## src/rtl/pipeline_run_controller.sv

```systemverilog
// Run/step sequencer for the five-stage pipeline: drives per-stage enables, stops fetch on HALT and drains.
// All outputs are registered (one-edge latency from any input); stop overrides HALT detection, which overrides start/step.
module pipeline_run_controller #(
    parameter int                   NB_INST      = 32,
    parameter int                   NB_OPCODE    = 6,
    parameter int                   NB_STAGES    = 5,
    parameter int                   NB_CYCLES    = 32,
    parameter int                   DRAIN_CYCLES = 4,
    parameter logic [NB_OPCODE-1:0] HALT_OPCODE  = 6'b111111
) (
    input  logic                 i_CTL_clock,
    input  logic                 i_CTL_reset,
    input  logic                 i_CTL_start,
    input  logic                 i_CTL_step_mode,
    input  logic                 i_CTL_step,
    input  logic                 i_CTL_stop,
    input  logic [NB_INST-1:0]   i_CTL_inst,
    output logic [NB_STAGES-1:0] o_CTL_enable,
    output logic                 o_CTL_busy,
    output logic                 o_CTL_draining,
    output logic                 o_CTL_done,
    output logic [NB_CYCLES-1:0] o_CTL_cycles
);

    localparam int NB_DRAIN = (DRAIN_CYCLES < 1) ? 1 : $clog2(DRAIN_CYCLES + 1);

    localparam logic [NB_STAGES-1:0] EN_ALL   = {NB_STAGES{1'b1}};
    // IF is held off while draining so the PC stays parked on HALT.
    localparam logic [NB_STAGES-1:0] EN_DRAIN = {{(NB_STAGES-1){1'b1}}, 1'b0};

    typedef enum logic [1:0] {
        IDLE  = 2'd0,
        RUN   = 2'd1,
        DRAIN = 2'd2,
        DONE  = 2'd3
    } state_t;

    state_t              state;
    logic                mode;
    logic [NB_DRAIN-1:0] drain_cnt;

    logic advance;
    logic halt_hit;
    logic any_enable;
    logic unused_inst;

    assign advance    = ~mode | i_CTL_step;
    assign any_enable = |o_CTL_enable;
    assign halt_hit   = o_CTL_enable[0] &&
                        (i_CTL_inst[NB_INST-1 -: NB_OPCODE] == HALT_OPCODE);

    // Only the opcode field is decoded.
    assign unused_inst = ^i_CTL_inst[NB_INST-NB_OPCODE-1:0];

    always_ff @(posedge i_CTL_clock or posedge i_CTL_reset) begin
        if (i_CTL_reset) begin
            state          <= IDLE;
            mode           <= 1'b0;
            drain_cnt      <= '0;
            o_CTL_enable   <= '0;
            o_CTL_busy     <= 1'b0;
            o_CTL_draining <= 1'b0;
            o_CTL_done     <= 1'b0;
            o_CTL_cycles   <= '0;
        end else begin
            if (any_enable && !(&o_CTL_cycles))
                o_CTL_cycles <= o_CTL_cycles + NB_CYCLES'(1);

            case (state)
                IDLE, DONE: begin
                    if (i_CTL_start) begin
                        state          <= RUN;
                        mode           <= i_CTL_step_mode;
                        o_CTL_cycles   <= '0;
                        o_CTL_enable   <= i_CTL_step_mode ? '0 : EN_ALL;
                        o_CTL_busy     <= 1'b1;
                        o_CTL_draining <= 1'b0;
                        o_CTL_done     <= 1'b0;
                    end
                end

                RUN: begin
                    if (i_CTL_stop) begin
                        state          <= IDLE;
                        o_CTL_enable   <= '0;
                        o_CTL_busy     <= 1'b0;
                        o_CTL_draining <= 1'b0;
                    end else if (halt_hit) begin
                        if (DRAIN_CYCLES == 0) begin
                            state        <= DONE;
                            o_CTL_enable <= '0;
                            o_CTL_busy   <= 1'b0;
                            o_CTL_done   <= 1'b1;
                        end else begin
                            state          <= DRAIN;
                            drain_cnt      <= NB_DRAIN'(DRAIN_CYCLES);
                            o_CTL_enable   <= advance ? EN_DRAIN : '0;
                            o_CTL_draining <= 1'b1;
                        end
                    end else begin
                        o_CTL_enable <= advance ? EN_ALL : '0;
                    end
                end

                DRAIN: begin
                    if (i_CTL_stop) begin
                        state          <= IDLE;
                        o_CTL_enable   <= '0;
                        o_CTL_busy     <= 1'b0;
                        o_CTL_draining <= 1'b0;
                    end else if (any_enable && drain_cnt == NB_DRAIN'(1)) begin
                        state          <= DONE;
                        drain_cnt      <= '0;
                        o_CTL_enable   <= '0;
                        o_CTL_busy     <= 1'b0;
                        o_CTL_draining <= 1'b0;
                        o_CTL_done     <= 1'b1;
                    end else begin
                        // Stalled step-mode cycles do not consume drain credit.
                        if (any_enable)
                            drain_cnt <= drain_cnt - NB_DRAIN'(1);
                        o_CTL_enable <= advance ? EN_DRAIN : '0;
                    end
                end

                default: begin
                    state        <= IDLE;
                    o_CTL_enable <= '0;
                end
            endcase
        end
    end

endmodule

```

## config.mk

```make
export PLATFORM = sky130hd
export DESIGN_NAME = pipeline_run_controller
export DESIGN_NICKNAME = d
export VERILOG_FILES = /design/src/rtl/pipeline_run_controller.sv
export SDC_FILE = /design/constraint.sdc
export NUM_CORES = 1
export LEC_CHECK = 0
export CAP_MARGIN = 20
export CORE_UTILIZATION = 44
export DETAILED_ROUTE_END_ITERATION = 7
export PLACE_DENSITY = 0.76
export SLEW_MARGIN = 20
export SYNTH_ARGS = -nofsm -noshare
export SYNTH_HDL_FRONTEND = slang
export SYNTH_SLANG_ARGS = --single-unit
```

## constraint.sdc

```tcl
create_clock -name i_CTL_clock -period 5.6 [get_ports i_CTL_clock]
set_input_delay 0.84 -clock i_CTL_clock [delete_from_list [all_inputs] [get_ports i_CTL_clock]]
set_output_delay 0.84 -clock i_CTL_clock [all_outputs]
set_load 0.005 [all_outputs]
```

==> key figures <==
Run status
  – Status: finished, final reports clean

Yosys
  – Main synth FF type: dfrtp_1
  – Share of the synthesized area in the top cell type: 0.419
  – Cells after synthesis: 289
  – Seq/Total Area, Yosys: 0.419
  – Async SR Flop Fraction: 1.00
  – Area leader, netlist: dfrtp_1
  – Largest cells by area after synthesis: dfrtp_1, a21oi_1, nand2_1
  – Syn_area_per_cell: just under 9 sq um
  – Post-synth EDFFs: 0
  – Yosys reg bits: 43
  – Mapped cell area: between 0.002 and 0.003 sq mm
  – Synth warn: 0
  – Syn_nets: 332
  – Unique cell type count in the Yosys netlist: 47

Power
  – Clock power share: 0.265
  – Gate power share: 0.362
  – Switching Fraction: 0.355
  – Switch Pwr: 0.385 mW
  – PwrDens: about 340 mW/mm^2
  – Power, Total: around 1.1 mW
  – Leakage: roughly 1.3 nW
  – Worst vdd ir: 0.000246 V
  – Pint: approximately 0.70 mW
  – Sequential share of power: 0.372

Placement
  – Post-DP HPWL: about 4200 um
  – Placed Area: around 0.0031 sq mm
  – Place WS: approximately 2.8 ns
  – I/O Buffers: just over 50
  – RD Place Congestion: slightly below 0.9

Layout
  – Final instance area: between 0.003 and 0.004 sq mm
  – # diodes: 0
  – Synthesis-to-finish area growth: 25.7%
  – Combined area of the multi-input logic cells: 0.00136 sq mm
  – Register area: approximately 0.0011 sq mm
  – Final Util: 0.579
  – Fillers: 507
  – Layout Nets: 377
  – Layout cells sized above 1: 0.0597

CTS
  – Max clock buf depth: 2
  – Cts-stage hold buffer count: 0
  – Post-CTS sizing: 0
  – Root Driver: clkbuf_8
  – CTS H-Tree Depth: 2
  – Setup Fix Bufs, Post-CTS: 0
  – Cts bufs inserted: 5
  – # clock sinks: 43
  – CTS tree: built
  – Clock latency on the worst-skew pair: between 0.2 and 0.3 ns
  – Clk pin slew, worst setup/hold paths: 0.08 ns

STA
  – Tmin final: around 2.8 ns
  – Fin. max-slew vios: 0
  – Period utilisation layout: 0.504
  – Slew headroom: 0.355
  – Count of endpoints failing setup in the final report: 0
  – Setup slack after layout: between 2 and 3 ns
  – Tightest Pin Transition: 0.967 ns
  – Fmax: ~350 MHz
  – RSZ-0062 raised after global routing: no
  – Final hold vios: 0
  – Clock skew: between 0.006 and 0.007 ns
  – Sum Neg Setup Slack: 0 ns

Setup path
  – Crit-path max FO: 17
  – Critical path cell sequence: or2_0 > nand4_1 > or4_1 > a21oi_1
  – WP data required: slightly below 6 ns
  – Max stage delay on crit path: between 0.7 and 0.8 ns
  – Worst path slowest cell: or2_0
  – Setup Crit Path Kind: flip-flop to flip-flop
  – Critical Path AT: 3.04 ns
  – R2R Setup Slk: ~2.8 ns
  – Worst setup SP type: flip-flop
  – Nature of the critical path endpoint: flip-flop

Die
  – Die width: roughly 80 um
  – Core area: 0.00557 sq mm
  – Die height: slightly below 80 um
  – Cell Rows: 27
  – Die area: 0.00614 sq mm
  – Io pins: between 70 and 80
  – Starting density of the core: 0.460

Drt
  – Post-route DRC violation count: 0
  – Iteration-0 DRC Markers: approximately 140
  – Drt total wl: around 6000 um
  – ANT nets after route: 0
  – DR pass1 iterations: 4
  – Avg WL per Cell: between 10 and 15 um
  – Vias per inst: slightly below 6
  – DR vias: ~2400

Global routing
  – Remaining Overflow, GRT: 0
  – First-pass GRT wire length: roughly 10000 um
  – Largest net degree at the start of global routing: between 40 and 50
  – Vias in the first global route: roughly 2300
  – Initial antenna violation count: 0
  – Total GRT Usage: 0.210

Hold path
  – Worst hold-check path type: flip-flop to flip-flop

Job
  – Max_cap viols: 0
==> power by group through the flow <==
stage               Combinational, mW  Sequential [mW]  Clock, mW
detailed placement              0.396            0.409          0
floorplan                       0.262            0.399          0
CTS                             0.401            0.403      0.291
finish                          0.392            0.403      0.287
global route                    0.442            0.410      0.305
global placement                0.383            0.406          0
==> per-layer routing <==
metal,share of wire,wire length [um],global-route usage
met5,0,0,0
met4,0.0082,50,0.0444
met3,0.035,214,0.0256
met2,0.51,3090,0.379
met1,0.45,2700,0.268
==> metrics by stage <==
step	hold slack, ns	cells
after floorplan	0.446	289
after global placement	0.463	399
after detailed placement	0.483	399
after CTS	0.509	407
after global routing	0.545	407
final	0.505	407
==> critical path: cells and delay by family (launching register included) <==
kind | cells | cell delay [ns]
AO/OA/AOI/OAI | 1 | 0.16
flip-flops | 1 | 0.51
AND/OR/NAND/NOR | 3 | 2.06
==> sequential cells by signal (all words and copies together) (netlist names) <==
signal and flops:
o_CTL_enable 2, state 2, mode 1, o_CTL_cycles 32, o_CTL_busy 1, o_CTL_done 1, o_CTL_draining 1, drain_cnt 3
==> worst paths after layout <==
path / cells past startpoint / start / to
setup reg to reg: 4 / o_CTL_enable[3] / o_CTL_cycles[20]
hold reg to reg: 1 / o_CTL_draining / o_CTL_draining
hold / removal: 1 / o_CTL_draining / o_CTL_draining
max in group asynchronous: 3 / i_CTL_reset / o_CTL_cycles[18]
setup / recovery: 4 / o_CTL_enable[3] / o_CTL_cycles[20]
min in group asynchronous: 3 / i_CTL_reset / o_CTL_cycles[2]
==> cells by family (layout without fill, tap and decap cells) <==
group,Yosys count,after routing,share of synthesized area
adders and majority gates,5,5,0.0244
DFF,43,43,0.419
muxes,3,3,0.0122
buffers and inverters,27,73,0.0522
and+or+nand+nor,138,138,0.323
AOI/OAI and AO/OA,73,73,0.169
==> synth_stat cells, types with 2 or more instances <==
cell type and instances:
or3_1 17, nor4_4 2, nor4_1 5, ha_1 5, nand3_2 2, o21bai_1 2
nand4_1 12, and3_1 5, o31ai_1 8, nor2_1 16, buf_4 6, nand2_1 30
a21o_1 3, nand3_1 14, and2_1 4, o21ai_1 3, a21oi_1 28, dfrtp_1 43
o22ai_1 2, inv_1 12, nor3_1 5, clkbuf_1 6, o21ai_0 16, or4_1 13
o211ai_1 5, mux2i_1 2, and4_1 3
==> layout by cell type, fill, tap and decap left out, types with 2 or more instances in the layout <==
master,Yosys,layout
inv_1,12,12
or3_1,17,17
nand2_1,30,30
o31ai_1,8,8
ha_1,5,5
and2_1,4,4
o21bai_1,2,2
o211ai_1,5,5
nor2_1,16,16
and4_1,3,2
clkdlybuf4s50_1,0,51
or4_1,13,13
dfrtp_1,43,43
bufinv_16,0,2
nand4_1,12,12
nand3_1,14,14
and3_1,5,5
clkbuf_8,0,5
buf_4,6,2
o21ai_0,16,16
mux2i_1,2,2
nor4_4,2,2
o21ai_1,3,3
nand3_2,2,2
nor4_1,5,5
o22ai_1,2,2
a21oi_1,28,28
a21o_1,3,3
nor3_1,5,5
==> final cells by class <==
type / count / area share
sequential: 43 / 0.333
multi-input combinational: 219 / 0.421
timing repair buffer: 53 / 0.163
clock inverter: 2 / 0.0186
clock buffer: 6 / 0.0225
tap: 72 / 0.0279
inverter: 12 / 0.0140
No activity file was read; power rests on OpenSTA's default activity.
